[src/rtl/mem_arb_pkg.sv]
// Shared types and helpers for the fetch/LSU memory arbiter.
package mem_arb_pkg;

  typedef enum logic {
    IDLE,
    RMW_WR
  } state_t;

  // Requester indices into the 2-bit request/grant vectors.
  localparam logic PORT_FETCH = 1'b0;
  localparam logic PORT_DATA  = 1'b1;

  localparam logic [3:0] STRB_FULL = 4'b1111;

  // Per-byte select: strobed bytes come from new_word, the rest from old_word.
  function automatic logic [31:0] byte_merge(
    input logic [31:0] old_word,
    input logic [31:0] new_word,
    input logic [3:0]  strb
  );
    logic [31:0] merged;
    merged = old_word;
    for (int unsigned i = 0; i < 4; i++) begin
      if (strb[i]) begin
        merged[8*i +: 8] = new_word[8*i +: 8];
      end
    end
    return merged;
  endfunction

endpackage

[src/rtl/mem_arbiter_rr_arb2.sv]
// Two-way round-robin arbiter; the pointer records which port was granted last.
module rr_arb2
  import mem_arb_pkg::*;
(
  input  logic       clock,
  input  logic       reset,
  input  logic [1:0] req,
  input  logic       accept,
  output logic [1:0] grant
);

  logic last_data;

  // Single requester wins outright; on contention the port not granted last wins.
  always_comb begin
    grant = '0;
    if (req[PORT_FETCH] && req[PORT_DATA]) begin
      if (last_data) begin
        grant[PORT_FETCH] = 1'b1;
      end else begin
        grant[PORT_DATA] = 1'b1;
      end
    end else begin
      grant = req;
    end
  end

  // Pointer moves only when a request is actually accepted; resets to fetch.
  always_ff @(posedge clock) begin
    if (reset) begin
      last_data <= 1'b0;
    end else if (accept) begin
      last_data <= grant[PORT_DATA];
    end
  end

endmodule

[src/rtl/mem_arbiter.sv]
// Fetch/LSU arbiter in front of a single-port word RAM, with read-modify-write
// handling of sub-word stores.
module mem_arbiter
  import mem_arb_pkg::*;
#(
  parameter int unsigned MEM_DEPTH = 16
) (
  input  logic                 clock,
  input  logic                 reset,
  input  logic                 f_req,
  input  logic [MEM_DEPTH-1:0] f_addr,
  output logic                 f_ready,
  output logic                 f_rvalid,
  output logic [31:0]          f_rdata,
  input  logic                 d_req,
  input  logic                 d_we,
  input  logic [3:0]           d_strb,
  input  logic [MEM_DEPTH-1:0] d_addr,
  input  logic [31:0]          d_wdata,
  output logic                 d_ready,
  output logic                 d_rvalid,
  output logic [31:0]          d_rdata,
  output logic                 mem_we,
  output logic [MEM_DEPTH-1:0] mem_addr,
  output logic [31:0]          mem_d,
  input  logic [31:0]          mem_q
);

  state_t               state;
  logic [MEM_DEPTH-1:0] rmw_addr;
  logic [31:0]          rmw_wdata;
  logic [31:0]          rmw_q;
  logic [3:0]           rmw_strb;
  logic [1:0]           arb_req;
  logic [1:0]           grant;
  logic                 accept;
  logic                 d_full;
  logic                 d_none;

  // Requests are only visible to the arbiter in IDLE and out of reset, so
  // grant (and thus ready) is naturally zero during RMW_WR and reset.
  assign arb_req = (state == IDLE && !reset) ? {d_req, f_req} : 2'b00;
  assign accept  = |arb_req;
  assign f_ready = grant[PORT_FETCH];
  assign d_ready = grant[PORT_DATA];
  assign d_full  = (d_strb == STRB_FULL);
  assign d_none  = (d_strb == '0);

  rr_arb2 u_rr (
    .clock  (clock),
    .reset  (reset),
    .req    (arb_req),
    .accept (accept),
    .grant  (grant)
  );

  // RAM port drive: merged write in RMW_WR, otherwise the granted request's address.
  always_comb begin
    mem_we   = 1'b0;
    mem_addr = '0;
    mem_d    = '0;
    if (state == RMW_WR) begin
      mem_we   = ~reset;
      mem_addr = rmw_addr;
      mem_d    = byte_merge(rmw_q, rmw_wdata, rmw_strb);
    end else if (f_ready) begin
      mem_addr = f_addr;
    end else if (d_ready) begin
      mem_addr = d_addr;
      if (d_we && d_full) begin
        mem_we = 1'b1;
        mem_d  = d_wdata;
      end
    end
  end

  // Control FSM with registered responses.
  always_ff @(posedge clock) begin
    if (reset) begin
      state     <= IDLE;
      f_rvalid  <= 1'b0;
      d_rvalid  <= 1'b0;
      f_rdata   <= '0;
      d_rdata   <= '0;
      rmw_addr  <= '0;
      rmw_wdata <= '0;
      rmw_q     <= '0;
      rmw_strb  <= '0;
    end else begin
      f_rvalid <= 1'b0;
      d_rvalid <= 1'b0;
      case (state)
        IDLE: begin
          if (f_ready) begin
            f_rvalid <= 1'b1;
            f_rdata  <= mem_q;
          end
          if (d_ready) begin
            if (!d_we) begin
              d_rvalid <= 1'b1;
              d_rdata  <= mem_q;
            end else if (d_full || d_none) begin
              d_rvalid <= 1'b1;
              d_rdata  <= '0;
            end else begin
              rmw_addr  <= d_addr;
              rmw_wdata <= d_wdata;
              rmw_strb  <= d_strb;
              rmw_q     <= mem_q;
              state     <= RMW_WR;
            end
          end
        end
        RMW_WR: begin
          d_rvalid <= 1'b1;
          d_rdata  <= '0;
          state    <= IDLE;
        end
        default: state <= IDLE;
      endcase
    end
  end

endmodule

[config.mk]
export PLATFORM = sky130hd
export DESIGN_NAME = mem_arbiter
export DESIGN_NICKNAME = d
export VERILOG_FILES = /design/src/rtl/mem_arb_pkg.sv /design/src/rtl/mem_arbiter_rr_arb2.sv /design/src/rtl/mem_arbiter.sv
export SDC_FILE = /design/constraint.sdc
export NUM_CORES = 1
export LEC_CHECK = 0
export ABC_AREA = 1
export CORE_ASPECT_RATIO = 1.1
export CORE_MARGIN = 3
export CORE_UTILIZATION = 40
export CTS_BUF_LIST = sky130_fd_sc_hd__clkbuf_2 sky130_fd_sc_hd__clkbuf_4 sky130_fd_sc_hd__clkbuf_8
export DETAILED_ROUTE_END_ITERATION = 8
export PLACE_DENSITY = 0.67
export SYNTH_ARGS = -nofsm -noshare
export SYNTH_HDL_FRONTEND = slang
export SYNTH_SLANG_ARGS = --single-unit
[constraint.sdc]
create_clock -name clock -period 3.7 [get_ports clock]
set_input_delay 0.74 -clock clock [delete_from_list [all_inputs] [get_ports clock]]
set_output_delay 0.74 -clock clock [all_outputs]
set_load 0.005 [all_outputs]
==> summary.txt <==
Outcome
  • Status: complete, no violations

Power
  • Leakage: roughly 4 nW
  • Sequential share of power: between 40% and 50%
  • Power Dens Cells: just under 400 nW/um2
  • Power Total: between 3 and 4 mW
  • Clock power frac: a little under two fifths
  • Comb power frac: ~16%
  • Switching Power: approximately 980 uW
  • Peak VDD IR: ~0.25 mV
  • Internal power: 2.76 mW
  • Switching fraction of total power: a little over a quarter

Placed design
  • Cell area after placement: slightly above 9000 um2
  • DP Worst Slack: between 0.3 and 0.4 ns
  • GP Congestion: between 0.8 and 0.9
  • DP Cell Count: between 1k and 1.5k
  • IO Port Bufs: ~220
  • Post-DP HPWL: about 15000 um

Timing
  • Worst-margin pin slew: a little under 0.9 ns
  • # setup viols final: 0
  • Fmax: approximately 300 MHz
  • Clk_skew: 0.0115 ns
  • Total negative slack: 0 ns
  • Worst setup margin: ~0.31 ns
  • Rel. slew slack: between 40% and 50%
  • Hold Slack: approximately 0.47 ns
  • Slew Viols, Final: 0
  • Final Critical Period: between 3 and 4 ns
  • Hold Violations, Final: 0
  • Unrepaired setup endpoints after global routing: false
  • Tcrit/Tclk final: roughly nine tenths

Clock network
  • Clock buffer depth: 2
  • CTS Hold Bufs: 0
  • Clk_lat worst skew: ~0.45 ns
  • Post-CTS Setup Inserts: 0
  • H-tree levels: 4
  • Sink Count: 152
  • CTS tree: built
  • Clock transition at path regs: approximately 0.08 ns
  • Root buf cell: clkbuf_8
  • PostCTS Resize Cnt: 0
  • CTS Buf Count: 17

Detailed routing
  • DRT iter0 DRCs: approximately 400
  • DRT Wirelength: ~21000 um
  • Avg Vias per Cell: between 4 and 5
  • DR vias: 6931
  • Final ANT Viol Nets: 0
  • Drc violations: 0
  • Initial DRT Pass Iterations: 4
  • Routed len/inst: roughly 15 um

Worst setup path
  • Setup crit end kind: primary output
  • Startpoint Class: primary input
  • Critical Path AT: 2.65 ns
  • Crit path max fanout: 32
  • Critical Path RT: 2.96 ns
  • Crit Path Class: primary input to primary output

Floorplanning
  • Die X: 131 um
  • Core footprint: 16600 um2
  • Num rows: just under 50
  • Num ports: 222
  • Initial core utilization: between 40 and 50%
  • Die height: 143 um
  • DIE AREA: 18700 um2

Cells and area
  • Final Net Count: about 1.3k
  • Final Core Density: 57.5%
  • P&R area growth vs syn: 39.3%
  • Antenna fix cells: 0
  • Layout cells sized above 1: 6.42%
  • Non-Filler Instances: roughly 1.4k
  • Design Area, Final: between 9000 and 10000 um2

Global route
  • Tot GR Track Use: between 20% and 30%
  • Initial antenna violation count: 0
  • First-pass GRT wire length: ~34000 um
  • GRT Residual Overflow: 0
  • Vias in the first global route: between 6k and 7k
  • Pin count of the biggest net entering global routing: 84

Logic synthesis
  • Synthesized area: about 6800 um2
  • Net Count, Synth: ~1.1k
  • Number of synthesized flops with an enable pin: 0
  • Top cell type's share of synthesized area: about 45%
  • Largest area contributor in the netlist: dfxtp_1
  • Synth top cells by count: nor2_1 (205), nand2_1 (157), dfxtp_1 (152)
  • Post-synth ARST share: 0%
  • Main flop type after synthesis: dfxtp_1
  • Most frequent cell after synthesis: nor2_1
  • Register area share after synthesis: ~45%
  • Cells after synthesis: a little under 1k
  • Unique masters post-synth: 22
  • Warnings from Yosys: 0
  • Yosys reg bits: around 150
  • Syn_area_per_cell: ~7 um2
  • Area contributors post-synth: dfxtp_1 (45%), nor2_1 (11%), nand3_1 (9.4%)

Min path
  • Min-delay worst type: flop to flop

Job
  • Max Cap Viol: 0
power by group through the flow:
stage	logic [mW]	clock network, mW	registers [mW]
CTS	0.602	1.41	1.77
detailed placement	0.599	0	1.80
global route	0.663	1.48	1.78
finish	0.598	1.38	1.77
floorplan	0.295	0	1.80
global placement	0.598	0	1.80
final timing paths:
kind | cells past startpoint | slack, ns | endpoint | start
max reg2reg | 8 | 1.23 | rmw_q[17] | state
min | 2 | 0.47 | d_rdata[25] | d_rdata[25]
max | 9 | 0.31 | mem_d[21] | d_strb[2]
min reg2reg | 2 | 0.47 | d_rdata[25] | d_rdata[25]
routing by layer:
| layer | GRT usage (%) | share of wire, % |
|---|---|---|
| met1 | 31.8 | 48 |
| met2 | 32.8 | 43 |
| met4 | 8.12 | 2.5 |
| met5 | 0 | 0 |
| met3 | 7.15 | 7.4 |
registers in the layout, summed over array words and instances (netlist names):
| signal | cells |
|---|---|
| d_rvalid | 1 |
| u_rr.last_data | 1 |
| f_rvalid | 1 |
| d_rdata | 32 |
| rmw_q | 32 |
| rmw_addr | 16 |
| rmw_wdata | 32 |
| state | 1 |
| f_rdata | 32 |
| rmw_strb | 4 |
cell type report:
| class | instances | area (um2) |
|---|---|---|
| Fill cell | 1624 | 7030 |
| Inverter | 98 | 375 |
| Tap cell | 204 | 255 |
| Multi-Input combinational cell | 665 | 3070 |
| Sequential cell | 152 | 3040 |
| Clock buffer | 22 | 297 |
| Clock inverter | 10 | 141 |
| Timing Repair Buffer | 236 | 2340 |
worst max-delay path, stage by stage:
cell,delay [ns]
clkdlybuf4s50_1,0.49
nand2_1,0.06
inv_1,0.05
nand2_1,0.08
inv_1,0.13
nand3_2,0.10
buf_4,0.25
o22ai_1,0.19
clkdlybuf4s50_1,0.53
cell usage in the layout (no fill, tap or decap), types with 3 or more instances in the layout:
cell,netlist,layout
clkbuf_8,0,21
nand3_2,12,12
nor2_4,1,3
bufinv_16,0,3
inv_1,95,95
a21oi_2,10,10
o22ai_1,32,32
clkdlybuf4s50_1,0,221
dfxtp_1,152,152
a21oi_1,36,36
nor2_1,205,204
o21ai_0,66,66
o211ai_1,16,16
nand2_1,157,157
nand3_1,128,128
clkinv_4,1,3
buf_4,5,14
cell families (layout without fill, tap and decap cells):
logic type,count (synthesis),after routing,share of synthesized area [%]
AO/OA/AOI/OAI,160,160,13.4
buffers and inverters,172,366,10.7
flip-flops,152,152,44.5
AND/OR/NAND/NOR,505,505,31.3
(Power assumes the default switching activity.)
==> edit 1, RTL diff (same settings) <==
Change the parameter `MEM_DEPTH` from 16 to 8.
--- a/src/rtl/mem_arbiter.sv
+++ b/src/rtl/mem_arbiter.sv
@@ -3,7 +3,7 @@
 module mem_arbiter
   import mem_arb_pkg::*;
 #(
-  parameter int unsigned MEM_DEPTH = 16
+  parameter int unsigned MEM_DEPTH = 8
 ) (
   input  logic                 clock,
   input  logic                 reset,
Interface: changed (resized d_addr, f_addr and mem_addr); port bits go from 222 to 198. No check against the original RTL was run, so the function may have changed too.
==> edit 1 against the original RTL <==
Synthesized area shrank 7.9%; core utilization increased by 0.26 points; via count is 14% lower; total power is 3.5% lower; design area shrank 7.6%; sequential cell count is 8 lower; worst setup slack got worse by 0.017 ns; routed wire length fell by 14%.
==> edit 1: results (changes against the original RTL) <==
| Metric | Value |
|---|---|
| Met3 GRT Util | 6.44% (-0.71 points) |
| FF-to-FF setup slack | 1.75 ns (+0.52 ns) |
| Vias in the first global route | 5587 (-13%) |
| Worst EP arrival | 2.66 ns (about the same) |
| Compound-Gate Fraction of Synth Area | 6.02% (-7.4 points) |
| Routed wl met3 | 1160 um (-26%) |
| Post-synthesis mux area share | 5.09% (+5.1 points) |
| Cell Area, Placed | 8310 um^2 (-8.5%) |
| Met1 WL | 8610 um (-14%) |
| Status | finished clean |
| Top cells by area, synth | dfxtp_1, nand2_1, nor2_1 |
| Comb group | 483 uW (-19%) |
| Setup crit end | mem_d[2] |
| Total power | 3620 uW (-3.5%) |
| Largest net degree at the start of global routing | 138 (+64%) |
| Power in the clock group | 1460 uW (+6%) |
| Final net count | 1166 (-8.5%) |
| GR Util All Layers | 21.2% (-1.5 points) |
| Worst Setup SP | reset |
| Worst-Skew Late Latency | 0.43 ns (-0.02 ns) |
| Relative slew slack | 50.7% (+8.5 points) |
| Crit Path Max Fanout | 33 (+3.1%) |
| Hold_sp | f_rdata[30]$_SDFFE_PP0P_ |
| Iter 0 DRT Violations | 361 (-9.3%) |
| Post-route minimum period | 3.40 ns (+0.0171 ns) |
## edit 1: cell count changes in the layout (fill, tap and decap cells not counted), sizes merged, moves of 16 or more
cell	before	now
nor2	207	164
nand2	158	280
mux2i	0	32
o21ai	66	2
clkdlybuf4s50	221	197
o211ai	16	0
nand3	140	76
## edit 1: per-stage QoR
stage | cells | utilization (%)
2_1_floorplan | 908 | -
3_3_place_gp | 1254 | 54.6
3_5_place_dp | 1254 | 54.6
4_1_cts | 1286 | 57.8
5_1_grt | 1286 | 57.8
6_report | 1286 | 57.8
## edit 1: worst register-to-register path, delay by kind of cell (launching register included)
kind / cells / cell delay (ns)
AND/OR/NAND/NOR: 7 / 0.85
buffers and inverters: 1 / 0.41
flip-flops: 1 / 0.59
## edit 1: area by class of cell
type	instances	area, um^2
repair buffers	209	2090
inverters	85	322
flip-flops and latches	144	2880
clock inverters	9	176
well taps	196	245
multi-input cells	620	2780
clock buffers	23	310
fillers	1503	6430
==> edit 2, RTL diff (same flow settings) <==
Without the edit above. Reset style: asynchronous (`reset`), changed in 2 clocked blocks.
--- a/src/rtl/mem_arbiter_rr_arb2.sv
+++ b/src/rtl/mem_arbiter_rr_arb2.sv
@@ -26,7 +26,7 @@
   end
 
   // Pointer moves only when a request is actually accepted; resets to fetch.
-  always_ff @(posedge clock) begin
+  always_ff @(posedge clock or posedge reset) begin
     if (reset) begin
       last_data <= 1'b0;
     end else if (accept) begin
--- a/src/rtl/mem_arbiter.sv
+++ b/src/rtl/mem_arbiter.sv
@@ -75,7 +75,7 @@
   end
 
   // Control FSM with registered responses.
-  always_ff @(posedge clock) begin
+  always_ff @(posedge clock or posedge reset) begin
     if (reset) begin
       state     <= IDLE;
       f_rvalid  <= 1'b0;
Check against the original RTL: differs if reset is asserted again (counterexample within 4 cycles, from zero or initial values and one cycle with reset high); with reset held inactive, the same outputs for 4 cycles.
==> edit 2 against the original RTL <==
Combinational power grew 99%; core utilization shrank 0.96 points; synthesized area grew 7.4%; design area grew 6.1%; total power grew 26%; worst setup slack lost 0.11 ns; worst hold slack lost 0.00074 ns; sequential cell count is the same; clock power shrank 7%; routed wire length grew 12%; global-route usage grew 0.65 points; synthesized cell count shrank 5.5%; critical path type unchanged; largest cell class is now registers; largest power group unchanged.
==> edit 2: results (changes against the original RTL) <==
| Metric | Value |
|---|---|
| Status | finished clean |
| Place WS | 0.187 ns (-0.147 ns) |
| CTS max path bufs | 2 (unchanged) |
| Fin cells | 1366 (-1.5%) |
| Fill cells | 1702 (+4.8%) |
| Cell count after synthesis | 935 (-5.5%) |
| Xor and xnor fraction of the mapped netlist area | 0% (unchanged) |
| Data buffer area share | 23.9% (-0.60 points) |
| DRC viols | 0 (unchanged) |
| Critical-path top delay cell | clkdlybuf4s50_1 |
| Post-synth top cells | nand2_1, dfrtp_1, nand4_1 |
| Clock buf count | 19 (-14%) |
| CTS sink cnt | 152 (unchanged) |
| Crit Path Max Fanout | 18 (-44%) |
| Setup bufs post-CTS | 0 (unchanged) |
| Worst EP arrival | 2.75 ns (+0.10 ns) |
| PostCTS Resize Cnt | 0 (unchanged) |
| Max stage delay on crit path | 0.50 ns (-0.03 ns) |
| GR Util All Layers | 23.4% (+0.65 points) |
| Top cells by area, synth | dfrtp_1, nand2_1, nand4_1 |
| Post-synth top flop | dfrtp_1 |
| Cell Area, Placed | 9680 um^2 (+6.6%) |
| Die Area | 20000 um^2 (+7.1%) |
| Tightest Pin Transition | 1.03 ns (+0.167 ns) |
| Seq/Total Area, Yosys | 51.8% (+7.3 points) |
| Peak VDD IR | 0.269 mV (+7.8%) |
| Clk slew on worst S/H paths | 0.08 ns (about the same) |
| Placed Cells | 1333 (-1.6%) |
| Number of vias per cell | 5.16 (+3.4%) |
| Fraction of area in multi-input gates | 29.8% (-2.5 points) |
| Vias in the first global route | 6764 (+4.9%) |
| Post-DP HPWL | 15900 um (+6.2%) |
| Signal buffers | 238 (+0.85%) |
| FF+latch area | 3800 um^2 (+25%) |
| Inverters | 44 (-55%) |
| Iter 0 DRT Violations | 493 (+24%) |
| Comb_multi_in | 662 (-0.45%) |
| Final net count | 1220 (-4.3%) |
| Syn Nets | 1040 (-4.9%) |
| Post-synthesis mux area share | 0% (unchanged) |
| Routability cong. | 0.838 (+2.1%) |
| Layout cell share with drive strength beyond 1 | 5.32% (-1.1 points) |
| Final clock-cell share | 3.97% (-0.62 points) |
| Ys async rst share | 100% (+100 points) |
| Ant diodes | 0 (unchanged) |
| Hold Crit Class | reg2reg |
| # port buffers | 221 (unchanged) |
| Layout Area Growth over Synthesis | 37.6% |
| Pre-antenna DRT Iters | 5 (+1) |
| Routed wire length | 23700 um (+12%) |
| First-pass GRT wire length | 37400 um (+11%) |
| Pleak | 0.00475 uW (+18%) |
| Largest net degree at the start of global routing | 153 (+82%) |
| Clk_skew | 0.0155 ns (+0.00400 ns) |
| Compound-Gate Fraction of Synth Area | 6.90% (-6.5 points) |
[edit 2: changes by cell type in the layout (fill, tap and decap cells not counted), sizes merged, moves of 57 or more]
| cell | change |
|---|---|
| dfrtp | +152 |
| dfxtp | -152 |
| nand3 | -57 |
| nor2 | -167 |
| nand2 | +165 |
| nand4 | +85 |
[edit 2: path summary, 6_finish.rpt]
| check | start | to | slack, ns | cells after the start |
|---|---|---|---|---|
| worst max-delay path | reset | mem_addr[12] | 0.21 | 7 |
| worst min-delay path | rmw_q[2]$_DFFE_PP0P_ | rmw_q[2]$_DFFE_PP0P_ | 0.47 | 2 |
| worst max register to register | state$_DFF_PP0_ | rmw_q[14]$_DFFE_PP0P_ | 1.26 | 9 |
| worst min register to register | rmw_q[2]$_DFFE_PP0P_ | rmw_q[2]$_DFFE_PP0P_ | 0.47 | 2 |
| max in group asynchronous | reset | state$_DFF_PP0_ | 2.12 | 3 |
| min in group asynchronous | reset | rmw_q[27]$_DFFE_PP0P_ | 0.98 | 3 |
[edit 2: power by group]
group	switching [uW]	internal [uW]
combinational	577	609
clock	662	632
sequential	221	2020
total	1460	3260
[edit 2: routing by layer]
| metal | vias up | global-route usage [%] | routed length [um] |
|---|---|---|---|
| met5 | - | 0 | 0 |
| met4 | 0 | 6.65 | 503 |
| met3 | 35 | 5.75 | 1430 |
| met2 | 243 | 34.4 | 10900 |
| met1 | 3311 | 34.4 | 10900 |
| li1 | 3466 | - | - |
[edit 2: worst max-delay path: cells and delay by family]
family | cells | cell delay (ns)
buffers and inverters | 2 | 1.00
and+or+nand+nor | 4 | 0.55
AOI/OAI and AO/OA | 1 | 0.46
[edit 2: kinds of logic (layout without fill, tap and decap cells)]
group	after synthesis	in the layout
AO/OA/AOI/OAI	99	99
flip-flops	152	152
AND/OR/NAND/NOR	563	563
buffers and inverters	121	314
